## config.mk

```make
export PLATFORM = sky130hd
export DESIGN_NAME = alu_regfile
export DESIGN_NICKNAME = d
export VERILOG_FILES = /design/src/rtl/constants_pkg.sv /design/src/rtl/alu_regfile_seq_multiplier.sv /design/src/rtl/alu_regfile.sv
export SDC_FILE = /design/constraint.sdc
export NUM_CORES = 1
export LEC_CHECK = 0
export BUFFER_PORTS_ARGS = -buffer_cell sky130_fd_sc_hd__buf_2
export CORE_ASPECT_RATIO = 0.75
export CORE_UTILIZATION = 45
export DETAILED_ROUTE_END_ITERATION = 10
export HOLD_SLACK_MARGIN = 0.06
export PLACE_DENSITY = 0.64
export SYNTH_ARGS = -nofsm -noshare
export SYNTH_HDL_FRONTEND = slang
export SYNTH_SLANG_ARGS = --single-unit
```

## constraint.sdc

```tcl
create_clock -name clk -period 3.3 [get_ports clk]
set_input_delay 0.825 -clock clk [delete_from_list [all_inputs] [get_ports clk]]
set_output_delay 0.825 -clock clk [all_outputs]
set_load 0.05 [all_outputs]
```

## src/rtl/constants_pkg.sv

```systemverilog
// Shared opcode, FSM state and flag-index definitions for the ALU register file.
package constants_pkg;

    typedef enum logic [3:0] {
        OP_NOP,
        OP_REG_READ,
        OP_REG_WRITE,
        OP_ADD,
        OP_SUB,
        OP_AND,
        OP_OR,
        OP_XOR,
        OP_SHL,
        OP_SHR,
        OP_MUL
    } alu_op_t;

    typedef enum logic {
        ST_IDLE,
        ST_MUL_BUSY
    } state_t;

    // Bit positions inside flags = {V, N, C, Z}
    localparam int FLAG_Z = 0;
    localparam int FLAG_C = 1;
    localparam int FLAG_N = 2;
    localparam int FLAG_V = 3;

    function automatic logic sets_flags(input alu_op_t op);
        return op inside {OP_ADD, OP_SUB, OP_AND, OP_OR, OP_XOR, OP_SHL, OP_SHR, OP_MUL};
    endfunction

endpackage

```

## src/rtl/alu_regfile_seq_multiplier.sv

```systemverilog
// Unsigned shift-add multiplier retiring one multiplier bit per clock.
module seq_multiplier #(
    parameter int DATA_W = 8
) (
    input  logic                  clk,
    input  logic                  reset,
    input  logic                  start,
    input  logic [DATA_W-1:0]     a,
    input  logic [DATA_W-1:0]     b,
    output logic                  busy,
    output logic                  done,
    output logic [2*DATA_W-1:0]   product
);

    localparam int CNT_W = $clog2(DATA_W + 1);

    logic [2*DATA_W-1:0] mcand_reg;
    logic [2*DATA_W-1:0] acc_reg;
    logic [DATA_W-1:0]   mplier_reg;
    logic [CNT_W-1:0]    count_reg;
    logic                busy_reg;
    logic                done_reg;

    // Bit 0 is folded in at the start edge so the last step lands DATA_W-1 edges later,
    // letting the caller commit on the DATA_W-th edge.
    always_ff @(posedge clk) begin
        if (reset) begin
            mcand_reg  <= '0;
            acc_reg    <= '0;
            mplier_reg <= '0;
            count_reg  <= '0;
            busy_reg   <= 1'b0;
            done_reg   <= 1'b0;
        end else begin
            done_reg <= 1'b0;
            if (start) begin
                acc_reg    <= b[0] ? {{DATA_W{1'b0}}, a} : '0;
                mcand_reg  <= {{(DATA_W-1){1'b0}}, a, 1'b0};
                mplier_reg <= b >> 1;
                count_reg  <= CNT_W'(DATA_W - 1);
                busy_reg   <= 1'b1;
            end else if (busy_reg) begin
                if (mplier_reg[0]) begin
                    acc_reg <= acc_reg + mcand_reg;
                end
                mcand_reg  <= mcand_reg << 1;
                mplier_reg <= mplier_reg >> 1;
                count_reg  <= count_reg - CNT_W'(1);
                if (count_reg == CNT_W'(1)) begin
                    busy_reg <= 1'b0;
                    done_reg <= 1'b1;
                end
            end
        end
    end

    assign busy    = busy_reg;
    assign done    = done_reg;
    assign product = acc_reg;

endmodule

```

## src/rtl/alu_regfile.sv

```systemverilog
// Register file fused with a one-stage ALU, operand forwarding, flags and a sequential multiplier.
module alu_regfile
    import constants_pkg::*;
#(
    parameter int DATA_W   = 8,
    parameter int NUM_REGS = 8,
    parameter int ADDR_W   = $clog2(NUM_REGS)
) (
    input  logic              clk,
    input  logic              reset,
    input  logic              op_valid,
    output logic              op_ready,
    input  alu_op_t           op,
    input  logic [ADDR_W-1:0] addr_a,
    input  logic [ADDR_W-1:0] addr_b,
    input  logic [ADDR_W-1:0] addr_r,
    input  logic [DATA_W-1:0] data_in,
    output logic [DATA_W-1:0] data_out,
    output logic              rd_valid,
    output logic [3:0]        flags
);

    localparam int SH_W = $clog2(DATA_W);
    localparam logic [ADDR_W:0] REGS_LIMIT = (ADDR_W+1)'(NUM_REGS);

    logic [DATA_W-1:0]   regs [NUM_REGS];
    logic [NUM_REGS-1:0] reg_we;
    state_t              state_reg, state_next;
    logic                accept;

    logic                ex_valid_reg;
    alu_op_t             ex_op_reg;
    logic [DATA_W-1:0]   ex_a_reg, ex_b_reg;
    logic [ADDR_W-1:0]   ex_addr_reg;
    logic [ADDR_W-1:0]   mul_addr_reg;

    logic [DATA_W-1:0]   opnd_a, opnd_b;
    logic [DATA_W:0]     alu_wide;
    logic [SH_W-1:0]     alu_sh;
    logic [DATA_W-1:0]   alu_result;
    logic                alu_c, alu_v;
    logic [3:0]          flags_next;

    logic                wb_en;
    logic [ADDR_W-1:0]   wb_addr;
    logic [DATA_W-1:0]   wb_data;

    logic                mul_start, mul_busy, mul_done;
    logic [2*DATA_W-1:0] mul_product;

    assign accept    = op_valid && op_ready;
    assign mul_start = accept && (op == OP_MUL);

    seq_multiplier #(.DATA_W(DATA_W)) u_mul (
        .clk     (clk),
        .reset   (reset),
        .start   (mul_start),
        .a       (opnd_a),
        .b       (opnd_b),
        .busy    (mul_busy),
        .done    (mul_done),
        .product (mul_product)
    );

    always_ff @(posedge clk) begin
        if (reset) state_reg <= ST_IDLE;
        else       state_reg <= state_next;
    end

    always_comb begin
        state_next = state_reg;
        op_ready   = 1'b0;
        case (state_reg)
            ST_IDLE: begin
                op_ready = 1'b1;
                if (op_valid && op == OP_MUL) state_next = ST_MUL_BUSY;
            end
            ST_MUL_BUSY: if (!mul_busy) state_next = ST_IDLE;
            default:     state_next = ST_IDLE;
        endcase
    end

    // Out-of-range addresses read as zero and never pick up a forwarded (dropped) commit.
    always_comb begin
        opnd_a = '0;
        if ({1'b0, addr_a} < REGS_LIMIT) begin
            opnd_a = (wb_en && wb_addr == addr_a) ? wb_data : regs[addr_a];
        end
    end

    always_comb begin
        opnd_b = '0;
        if ({1'b0, addr_b} < REGS_LIMIT) begin
            opnd_b = (wb_en && wb_addr == addr_b) ? wb_data : regs[addr_b];
        end
    end

    always_comb begin
        alu_wide   = '0;
        alu_sh     = ex_b_reg[SH_W-1:0];
        alu_result = '0;
        alu_c      = 1'b0;
        alu_v      = 1'b0;
        case (ex_op_reg)
            OP_REG_WRITE: alu_result = ex_b_reg;
            OP_ADD: begin
                alu_wide   = {1'b0, ex_a_reg} + {1'b0, ex_b_reg};
                alu_result = alu_wide[DATA_W-1:0];
                alu_c      = alu_wide[DATA_W];
                alu_v      = (ex_a_reg[DATA_W-1] == ex_b_reg[DATA_W-1]) &&
                             (alu_result[DATA_W-1] != ex_a_reg[DATA_W-1]);
            end
            OP_SUB: begin
                alu_wide   = {1'b0, ex_a_reg} - {1'b0, ex_b_reg};
                alu_result = alu_wide[DATA_W-1:0];
                alu_c      = alu_wide[DATA_W];
                alu_v      = (ex_a_reg[DATA_W-1] != ex_b_reg[DATA_W-1]) &&
                             (alu_result[DATA_W-1] != ex_a_reg[DATA_W-1]);
            end
            OP_AND: alu_result = ex_a_reg & ex_b_reg;
            OP_OR:  alu_result = ex_a_reg | ex_b_reg;
            OP_XOR: alu_result = ex_a_reg ^ ex_b_reg;
            // The extra guard bit catches the last bit shifted out as the carry.
            OP_SHL: begin
                alu_wide   = {1'b0, ex_a_reg} << alu_sh;
                alu_result = alu_wide[DATA_W-1:0];
                alu_c      = alu_wide[DATA_W];
            end
            OP_SHR: begin
                alu_wide   = {ex_a_reg, 1'b0} >> alu_sh;
                alu_result = alu_wide[DATA_W:1];
                alu_c      = alu_wide[0];
            end
            default: alu_result = '0;
        endcase
    end

    // Multiply commits never overlap a pipelined commit: nothing enters the stage while busy.
    always_comb begin
        wb_en   = 1'b0;
        wb_addr = ex_addr_reg;
        wb_data = alu_result;
        if (mul_done) begin
            wb_en   = 1'b1;
            wb_addr = mul_addr_reg;
            wb_data = mul_product[DATA_W-1:0];
        end else if (ex_valid_reg && ex_op_reg != OP_REG_READ) begin
            wb_en = 1'b1;
        end
    end

    always_comb begin
        flags_next = flags;
        if (mul_done) begin
            flags_next         = '0;
            flags_next[FLAG_Z] = (mul_product[DATA_W-1:0] == '0);
            flags_next[FLAG_N] = mul_product[DATA_W-1];
            flags_next[FLAG_C] = (mul_product[2*DATA_W-1:DATA_W] != '0);
        end else if (ex_valid_reg && sets_flags(ex_op_reg)) begin
            flags_next[FLAG_Z] = (alu_result == '0);
            flags_next[FLAG_N] = alu_result[DATA_W-1];
            flags_next[FLAG_C] = alu_c;
            flags_next[FLAG_V] = alu_v;
        end
    end

    for (genvar gi = 0; gi < NUM_REGS; gi++) begin : g_we
        assign reg_we[gi] = wb_en && (wb_addr == ADDR_W'(gi));
    end

    always_ff @(posedge clk) begin
        for (int i = 0; i < NUM_REGS; i++) begin
            if (reset)          regs[i] <= '0;
            else if (reg_we[i]) regs[i] <= wb_data;
        end
    end

    always_ff @(posedge clk) begin
        if (reset) begin
            ex_valid_reg <= 1'b0;
            ex_op_reg    <= OP_NOP;
            ex_a_reg     <= '0;
            ex_b_reg     <= '0;
            ex_addr_reg  <= '0;
            mul_addr_reg <= '0;
            data_out     <= '0;
            rd_valid     <= 1'b0;
            flags        <= '0;
        end else begin
            ex_valid_reg <= accept && !(op inside {OP_NOP, OP_MUL});
            if (accept) begin
                ex_op_reg   <= op;
                ex_a_reg    <= opnd_a;
                ex_b_reg    <= (op == OP_REG_WRITE) ? data_in : opnd_b;
                ex_addr_reg <= (op inside {OP_REG_WRITE, OP_REG_READ}) ? addr_a : addr_r;
            end
            if (mul_start) mul_addr_reg <= addr_r;
            rd_valid <= ex_valid_reg && (ex_op_reg == OP_REG_READ);
            if (ex_valid_reg && ex_op_reg == OP_REG_READ) data_out <= ex_a_reg;
            flags <= flags_next;
        end
    end

endmodule

```

; Word-level counts from Yosys, hierarchy flattened
; Memories as Yosys holds them, arrays and structs flattened.
; Cells that the tools add are included.
[totals]
out_inout_bits = 14
inputBits = 24
elab_cells = 167
mem_bits_rw = 64
memories = 1
ff_bits = 85
[mem_list]
columns = name, words, width, rd, rd_clocked_by_memory_dff, wr, line_no
row1 = regs, 8, 8, 2, 0, 8, alu_regfile.sv:26  ; logic [DATA_W-1:0] regs [NUM_REGS];
[op_classes]
n_reduce_logical = 35
bitwise_logic = 13
n_shift = 2
n_eq_ne = 28
muxes = 65
add_sub_neg = 4
[op_table]
columns = cell, n
row1 = 8-bit 2-to-1 mux, 13
row2 = 8-bit case mux with 8 select lines, 1
row3 = 16-bit 2-to-1 mux, 3
row4 = 1-bit 2-to-1 mux, 35
row5 = 1-bit logical AND, 19
row6 = 3-bit 2-to-1 mux, 6
row7 = 9-bit 2-to-1 mux, 2
row8 = 16-bit adder, 1
row9 = 4-bit by 3-bit equality test with 1-bit output (second input constant), 4
row10 = 4-bit equality test (second input constant), 4
row11 = 8-bit logical NOT, 2
row12 = 8-bit nonzero test, 2
row13 = 7-bit 2-to-1 mux, 2
row14 = 3-bit equality test (second input constant), 4
row15 = 4-bit by 1-bit equality test with 1-bit output (second input constant), 3
row16 = 4-bit by 2-bit equality test with 1-bit output (second input constant), 3
row17 = 2-bit nonzero test, 5
row18 = 8-bit by 8-bit adder with 9-bit output, 1
row19 = 8-bit by 3-bit left shift with 9-bit output, 1
row20 = 9-bit by 3-bit right shift with 9-bit output, 1
row21 = 8-bit by 8-bit subtractor with 9-bit output, 1
row22 = 8-bit bitwise AND, 1
row23 = 1-bit OR, 8
row24 = 8-bit OR, 1
row25 = other kinds (17), 24

; Depth between registers and ports, before layout
; Gate-level depths: netlist of run 1.
[logic_depth]
depth_word = 9
ltp_mapped = 12
mapped_depth_nobuf = 10

; Modules after synthesis
; From an unflattened synthesis of run 1, not the netlist that was laid out.
[unflattened]
cells_unflattened = 1081
hier_area_um2 = 10002.1
[modules_own_cells]
columns = module, n_inst, seq_area_each_um2, cells_per_inst, area_per_inst_um2
row1 = alu_regfile, 1, 2742.6, 781, 7559.8
row2 = seq_multiplier, 1, 880.8, 300, 2442.3

; Worst setup path after synthesis of run 1
; OpenSTA, ideal clock, no wires.
[synth_path]
path_kind = register to register
from = register ex_a_reg[2]
to = register ex_b_reg[4]
required_ps = 3180
stages_incl_launch_ff = 12
setup_time_ps = 120
arrival_time_ps = 2717
path_buffers = 2
synth_period_minus_slack_ps = 2837
slack_ps = 463
cell_sequence = dfxtp_1 -> clkbuf_1 -> inv_1 -> ha_1 -> clkbuf_1 -> o21bai_1 -> a21oi_1 -> a221o_1 -> a2111oi_0 -> o21bai_2 -> o21ai_1 -> a211o_1
[synth_between]
elab_chain_len = 5
elab_cells_between_ends = 8
classes_between = add/sub: 2 / shift: 2 / mux: 4
[synth_rtl]
columns = element, line_no
row1 = "start, declared", alu_regfile.sv:33  ; logic [DATA_W-1:0] ex_a_reg, ex_b_reg;
row2 = "start signal, assigned", alu_regfile.sv:193  ; ex_a_reg <= opnd_a;
row3 = "8-bit by 8-bit subtractor with 9-bit output, or another cell as far along", alu_regfile.sv:114  ; alu_wide = {1'b0, ex_a_reg} - {1'b0, ex_b_reg};
row4 = 8-bit case mux with 8 select lines (*), alu_regfile.sv:104  ; case (ex_op_reg)
row5 = 8-bit 2-to-1 mux (*), alu_regfile.sv:143  ; if (mul_done) begin
row6 = 8-bit 2-to-1 mux (*), alu_regfile.sv:94  ; opnd_b = (wb_en && wb_addr == addr_b) ? wb_data : regs[addr_b];
row7 = 8-bit 2-to-1 mux (*), alu_regfile.sv:194  ; ex_b_reg <= (op == OP_REG_WRITE) ? data_in : opnd_b;
row8 = "end signal, assigned", alu_regfile.sv:194
row9 = "end, declared", alu_regfile.sv:33
; Mark *: on every way between the ends. The rest lies on a longest branch, timed or not.
; A chain may end at the register's enable or synchronous reset.

; Worst setup path after layout of run 1
[layout_path]
from = register u_mul.done_reg (netlist: u_mul.done)
to = register ex_b_reg[1]
[layout_between]
elab_chain_len = 5
elab_cells_between_ends = 7
classes_between = eq/ne: 1 / mux: 5 / reduce/logical: 1
[layout_rtl]
columns = element, line_no
row1 = "start, declared", alu_regfile_seq_multiplier.sv:22  ; logic done_reg;
row2 = "start signal, assigned", alu_regfile_seq_multiplier.sv:33  ; done_reg <= 1'b0;
row3 = "start signal, assigned", alu_regfile_seq_multiplier.sv:35  ; done_reg <= 1'b0;
row4 = "start signal, assigned", alu_regfile_seq_multiplier.sv:51  ; done_reg <= 1'b1;
row5 = 3-bit 2-to-1 mux, alu_regfile.sv:143
row6 = 3-bit equality test, alu_regfile.sv:94
row7 = 1-bit logical AND, alu_regfile.sv:94
row8 = 8-bit 2-to-1 mux (*), alu_regfile.sv:94
row9 = 8-bit 2-to-1 mux (*), alu_regfile.sv:194
; Marked as above.

==> results of run 1 <==
[worst min path at each step]
stage,startpoint,to,slack [ns],depth (start not counted)
finish,flags[3]$_SDFFE_PP0P_,flags[3]$_SDFFE_PP0P_,0.46,2
global route,flags[3]$_SDFFE_PP0P_,flags[3]$_SDFFE_PP0P_,0.50,2
CTS,mul_addr_reg[1]$_SDFFE_PP0P_,mul_addr_reg[1]$_SDFFE_PP0P_,0.47,2
detailed placement,mul_addr_reg[1]$_SDFFE_PP0P_,mul_addr_reg[1]$_SDFFE_PP0P_,0.46,2
global placement,mul_addr_reg[1]$_SDFFE_PP0P_,mul_addr_reg[1]$_SDFFE_PP0P_,0.45,2
floorplan,mul_addr_reg[1]$_SDFFE_PP0P_,mul_addr_reg[1]$_SDFFE_PP0P_,0.44,2
[synth_stat cells (20+ instances only)]
cell / instances
ha_1: 42
mux2i_1: 41
a21oi_1: 62
a211oi_1: 32
o21ai_0: 26
inv_1: 29
nor2_1: 145
clkbuf_1: 39
buf_2: 20
nand2_1: 85
mux4_2: 41
nand3_1: 33
dfxtp_1: 85
edfxtp_1: 64
[repair_timing]
item,4_1_cts,5_1_grt
resized for setup,0,2
setup endpoints to repair,0,5
buffers inserted,0,0
[final cells by class]
class / count / area [µm²] / area share (%)
tap: 288 / 360 / 3.26
timing repair buffer: 92 / 598 / 5.41
inverter: 31 / 116 / 1.05
clock buffer: 18 / 429 / 3.88
multi-input combinational: 775 / 5740 / 52.0
clock inverter: 14 / 176 / 1.60
sequential: 149 / 3620 / 32.8
[worst max-delay path, delay by kind of cell (launching register included)]
family                 cells  cell delay (ns)
AO/OA/AOI/OAI              2             0.66
flip-flops                 1             0.62
AND/OR/NAND/NOR            3             0.75
XOR/XNOR                   1             0.12
multiplexers               1             0.64
buffers and inverters      1             0.25
[power by group through the flow]
stage	combinational [W]	sequential (W)	clock, W
after floorplan	0.000586	0.00207	0
after global placement	0.000867	0.00207	0
after detailed placement	0.000865	0.00208	0
after CTS	0.000869	0.00204	0.00206
after global routing	0.000949	0.00205	0.00214
final	0.000889	0.00204	0.00204
[logic make-up (layout without fill, tap and decap cells)]
| group | after synthesis | count (layout) |
|---|---|---|
| AND/OR/NAND/NOR | 386 | 386 |
| AO/OA/AOI/OAI | 230 | 230 |
| flip-flops | 149 | 149 |
| buffers and inverters | 101 | 155 |
| multiplexers | 98 | 98 |
| adder cells (fa/ha/maj) | 45 | 45 |
| XOR/XNOR | 16 | 16 |
[layer usage]
| layer | vias up | share of wire (%) |
|---|---|---|
| li1 | 3899 | - |
| met1 | 4005 | 46 |
| met2 | 389 | 42 |
| met3 | 50 | 10 |
| met4 | 2 | 2.0 |
| met5 | - | 0.043 |
[metrics by stage]
| stage | hold slack (ns) | instance area (µm²) | cells |
|---|---|---|---|
| 2_1_floorplan | 0.436 | 9800 | 1025 |
| 3_3_place_gp | 0.445 | 10400 | 1335 |
| 3_5_place_dp | 0.456 | 10400 | 1335 |
| 4_1_cts | 0.466 | 11000 | 1367 |
| 5_1_grt | 0.498 | 11000 | 1367 |
| 6_report | 0.464 | 11000 | 1367 |
==> out/metrics.cfg, run 1 <==
[worst_setup_path]
worst_setup_path_endpoint=ex_b_reg[1]$_SDFFE_PP0P_
worstReg2RegStart=u_mul.done$_SDFF_PP0_
worst_path_max_delay_cell=mux2i_1
r2r_slack_ns=0.15
timing.critical_path.fanout_max=9
slowest_delay_ns=0.64
timing.critical_path.cells=mux2i_1 -> xnor2_1 -> or4_1 -> buf_4 -> nand2_1 -> nand2_1 -> a32o_1 -> a211oi_1
timing.critical_path.from_type=flip-flop
crit_type=flip-flop to flip-flop
cpMostUsedCell=nand2_1
critical_path.reg2reg.endpoint=ex_b_reg[1]$_SDFFE_PP0P_
timing.critical_path.arrival_ns=3.46
element_type_at_the_critical_path_end=flip-flop
worst_endpoint_required_time_ns=3.61
launching_element_of_the_worst_setup_path=u_mul.done$_SDFF_PP0_
r2r_cells=8

[layout]
layout-area-overhead-vs-synth_pct=12.7
largest_register_ff_count=64
postLayoutCoreUtil_pct=52.0
insertedDiodeCount=0
finish.net_count=1135
final_common_cell=nor2_1
final_cell_mix=nor2_1 (145), nand2_1 (85), dfxtp_1 (85)
fillerInstances=1890
drive_above_1_share_pct=19.0

[floorplan]
core.rowCount=46
die_h_um=130
die_area_um2=22400
ioPinCount=38
dieWidth_um=172
floorplan.initialDensity_pct=46.1
core_area_um2=21200

[timing]
setup_viol=0
tightestPinTransition_ns=0.836
setup_total_negative_slack_ns=0
min_period_ns=3.15
final_hold_viol_count=0
final_max_slew_viol_count=0
finalCritPeriodShare_pct=95.5
skew_ns=0.0114
grt_setup_unrepaired=false
achievable-frequency_ghz=0.317
timing.final.ws_setup_ns=0.149
max-slew-margin-rel_pct=44.1

[global_route]
initial_antenna_violation_count=1
groute.layer.met2.usage_pct=40.2
grt_start_max_net_pins=33
grt_pass1_wl_mm=46.2
first_global_vias=7890
grtUsageMet1_pct=41.3
grt.overflow.total=0
grt_use_met3_pct=7.01
grt.total_usage_pct=28.0
globalRoute.busiestLayer=met1

[cts]
htree_num_levels=4
clockBufferDepth=2
cts.clk_slew.worst_paths_ns=0.07
cts_tree=yes
tritoncts.num_buffers=17
clk_root_buffer_cell=clkbuf_16
cts_hold_buffers=0
clk_latency_ns=0.44
clock_sink_count=149

[synthesis]
yosysTopAreaCell=edfxtp_1
yosys_warnings=0
muxShareOfSynthArea_pct=15.6
synthCells=1025
synth-compound-area-share_pct=16.4
async_reset_ff_share_pct=0
synth_area_in_simple_gates_pct=19.1
synthTopCellsByArea=edfxtp_1 (20%), dfxtp_1 (17%), mux4_2 (9.4%)
number_of_enable_type_register_cells_in_the_synthesized_netlist=64
dominant_register_cell_in_the_synthesized_netlist=dfxtp_1
synth_area_per_cell_um2=9.56
netlist_area_um2=9800
synth_top_cell_area_share_pct=19.6
synth_top_family_by_area=simple AND/OR/NAND/NOR gates
netlist-cell-type-count=83
synth_seq_area_share_pct=37.0
synthAdderAreaFrac_pct=5.98
xor_xnor_share_of_the_synthesized_area_pct=1.43
mappedNetlistNets=1094
postSynthRegisterBits=149

[drt]
avgRoutedWirePerCell_um=21.9
detail_route.wirelength_mm=29.9
via_per_inst=6.10
dr.pass1.iters=5
drtIter0Drc=1145
ant_nets_after_route=0
routed-via-count=8345
drt_drc_violations_left=0

[placed_design]
detailed_place_hpwl_mm=22.4
port_buffers=37
place_congestion=0.987
dp_worst_setup_slack_ns=0.135

[pwr]
fin_total_pwr_w=0.00497
net-switching-power_w=0.00143
seq_pwr_share_pct=41.0
part_of_the_total_power_dissipated_in_combinational_logic_pct=17.9
cell_internal_pwr_w=0.00354
switching_fraction_pct=28.8
leakagePower_nw=4.11
power.density_cell_area_nw_per_um2=450
irDropWorstVdd_v=0.000396
clkPwrFrac_pct=41.1

[worst_hold_path]
hold_path.class=flip-flop to flip-flop

[run]
drv_cap=0

[run_status]
status=complete, no violations

Note: power is estimated with default switching activity, not from simulation.
==> run 2: changes to the inputs <==
==> constraint.sdc (replaced) <==
create_clock -name clk -period 2.9 [get_ports clk]
set_input_delay 0.725 -clock clk [delete_from_list [all_inputs] [get_ports clk]]
set_output_delay 0.725 -clock clk [all_outputs]
set_load 0.05 [all_outputs]
==> run 2 against run 1 <==
  * Setup slack lost 0.050 ns
  * Sequential share of layout area shrank 1.5 points
  * Die area is the same
  * Critical path depth grew 2
  * Worst hold slack gained 0.0087 ns
==> out/metrics.cfg, run 2 (same netlist as run 1, synthesis figures left out) <==
[layout]
final_cell_area_um2=11600  ; +4.9%
final_cell_mix=nor2_1 (145), buf_4 (99), nand2_1 (85)
finish.net_count=1185  ; +4.4%
largest_register_ff_count=64  ; unchanged
final_common_cell=nor2_1
layout-area-overhead-vs-synth_pct=18.3
layoutNonFillerInstCount=1417  ; +3.7%
fillerInstances=1919  ; +1.5%
insertedDiodeCount=0  ; unchanged
drive_above_1_share_pct=23.5  ; +4.5 points
postLayoutCoreUtil_pct=54.6  ; +2.6 points

[floorplan]
core_area_um2=21200  ; unchanged
ioPinCount=38  ; unchanged
floorplan.initialDensity_pct=46.1  ; unchanged
die_area_um2=22400  ; unchanged
core.rowCount=46  ; unchanged
dieWidth_um=172  ; unchanged
die_h_um=130  ; unchanged

[drt]
dr.pass1.iters=5  ; unchanged
drtIter0Drc=988  ; -14%
routed-via-count=8601  ; +3.1%
ant_nets_after_route=0  ; unchanged
drt_drc_violations_left=0  ; unchanged
via_per_inst=6.07  ; -0.57%
avgRoutedWirePerCell_um=21.5  ; -1.5%
detail_route.wirelength_mm=30.5  ; +2.1%

[timing]
skew_ns=0.0204  ; +0.00893 ns
max-slew-margin-rel_pct=44.1  ; -0.045 points
setup_viol=0  ; unchanged
final_hold_viol_count=0  ; unchanged
timing.final.ws_setup_ns=0.0987  ; -0.0503 ns
final_max_slew_viol_count=0  ; unchanged
min_period_ns=2.80  ; -0.350 ns
achievable-frequency_ghz=0.357  ; +12%
finalCritPeriodShare_pct=96.6  ; +1.1 points
tightestPinTransition_ns=0.837  ; +0.000681 ns

[run_status]
status=complete, no violations

[worst_setup_path]
timing.critical_path.fanout_max=6  ; -3
worst_setup_path_endpoint=ex_b_reg[6]$_SDFFE_PP0P_
worstReg2RegStart=ex_b_reg[0]$_SDFFE_PP0P_
critical_path.reg2reg.endpoint=ex_b_reg[6]$_SDFFE_PP0P_
worst_path_max_delay_cell=dfxtp_1
launching_element_of_the_worst_setup_path=ex_b_reg[0]$_SDFFE_PP0P_
crit_type=flip-flop to flip-flop
slowest_delay_ns=0.39  ; -0.25 ns
r2r_slack_ns=0.1  ; -0.05 ns
timing.critical_path.cells=ha_1 -> fa_2 -> o21bai_1 -> a21oi_1 -> buf_4 -> o31a_1 -> mux2i_1 -> a41o_1 -> mux2_2 -> o311ai_1
timing.critical_path.arrival_ns=3.13  ; -0.33 ns
worst_endpoint_required_time_ns=3.23  ; -0.38 ns
timing.critical_path.from_type=flip-flop
r2r_cells=10  ; +2
element_type_at_the_critical_path_end=flip-flop

[placed_design]
placement.cell_area_um2=10900  ; +4.1%
place_congestion=0.962  ; -2.6%
dp_worst_setup_slack_ns=-0.00980  ; -0.145 ns
port_buffers=37  ; unchanged
placedCellCount=1385  ; +3.7%
detailed_place_hpwl_mm=23.0  ; +2.8%

[pwr]
fin_total_pwr_w=0.00590  ; +19%
leakagePower_nw=4.40  ; +7.0%
power.density_cell_area_nw_per_um2=509  ; +13%
irDropWorstVdd_v=0.000374  ; -5.5%

[cts]
clk_root_buffer_cell=clkbuf_16
cts.clk_slew.worst_paths_ns=0.07  ; about the same
htree_num_levels=4  ; unchanged
clk_latency_ns=0.43  ; about the same
clock_sink_count=149  ; unchanged
cts_tree=yes
clockBufferDepth=2  ; unchanged
tritoncts.num_buffers=17  ; unchanged

[global_route]
grt_start_max_net_pins=30  ; -9.1%
grt.total_usage_pct=28.4  ; +0.47 points
grt.overflow.total=0  ; unchanged
grt_pass1_wl_mm=46.8  ; +1.3%
initial_antenna_violation_count=0  ; -1
first_global_vias=7987  ; +1.2%

[worst_hold_path]
hold_path.class=flip-flop to flip-flop
whs_path_depth=2  ; unchanged

[run]
drv_cap=0  ; unchanged

## run 2: cell count changes in the layout (fill, tap and decap cells not counted), sizes merged
cell | previous run | this run
buf | 92 | 142
clkinvlp | 3 | 2
clkbuf | 18 | 20
clkinv | 7 | 6
bufinv | 3 | 5
inv | 32 | 30
## run 2: metal layers
metal / GRT usage (%) / vias up / routed length (µm)
li1: - / 3985 / -
met1: 42.5 / 4175 / 14200
met2: 41.6 / 416 / 12900
met3: 6.67 / 25 / 3120
met4: 6.04 / 0 / 316
met5: 0 / - / 0
## run 2: worst max-delay path: cells and delay by family, from the launching register on
| family | cells | cell delay (ns) |
|---|---|---|
| AO/OA/AOI/OAI | 5 | 1.08 |
| flip-flops | 1 | 0.39 |
| multiplexers | 2 | 0.47 |
| adder cells (fa/ha/maj) | 2 | 0.61 |
| buffers and inverters | 1 | 0.15 |
## run 2: where the power goes
group          total, W  switching [W]  internal (W)
clock network   0.00245       0.000917       0.00153
registers       0.00231      0.0000530       0.00226
logic           0.00114       0.000645      0.000492
## run 2: worst min path at each step
stage	start	slack (ns)	to
global placement	mul_addr_reg[1]$_SDFFE_PP0P_	0.45	mul_addr_reg[1]$_SDFFE_PP0P_
finish	u_mul.product[12]$_SDFFE_PP0P_	0.47	u_mul.product[12]$_SDFFE_PP0P_
global route	mul_addr_reg[1]$_SDFFE_PP0P_	0.49	mul_addr_reg[1]$_SDFFE_PP0P_
detailed placement	u_mul.product[8]$_SDFFE_PP0P_	0.46	u_mul.product[8]$_SDFFE_PP0P_
CTS	u_mul.product[12]$_SDFFE_PP0P_	0.47	u_mul.product[12]$_SDFFE_PP0P_
floorplan	mul_addr_reg[1]$_SDFFE_PP0P_	0.44	mul_addr_reg[1]$_SDFFE_PP0P_
## run 2: layout make-up
| class | count | area, µm² | area share (%) |
|---|---|---|---|
| clock inverter | 12 | 204 | 1.76 |
| multi-input combinational | 775 | 5820 | 50.2 |
| timing repair buffer | 142 | 1030 | 8.89 |
| inverter | 31 | 116 | 1.00 |
| tap | 288 | 360 | 3.11 |
| sequential | 149 | 3620 | 31.3 |
| clock buffer | 20 | 437 | 3.77 |
## run 2: timing repair
action	CTS	global route
pin swaps	0	1
gates resized for setup	2	18
setup buffers	0	0
setup endpoints to repair	9	35
hold buffers	0	0
gates cloned	0	0
## run 2: through the flow
step	hold WS, ns	setup TNS [ns]
floorplan	0.436	0
global placement	0.449	0
detailed placement	0.462	-0.0434
CTS	0.472	0
global route	0.491	-0.00542
finish	0.472	0
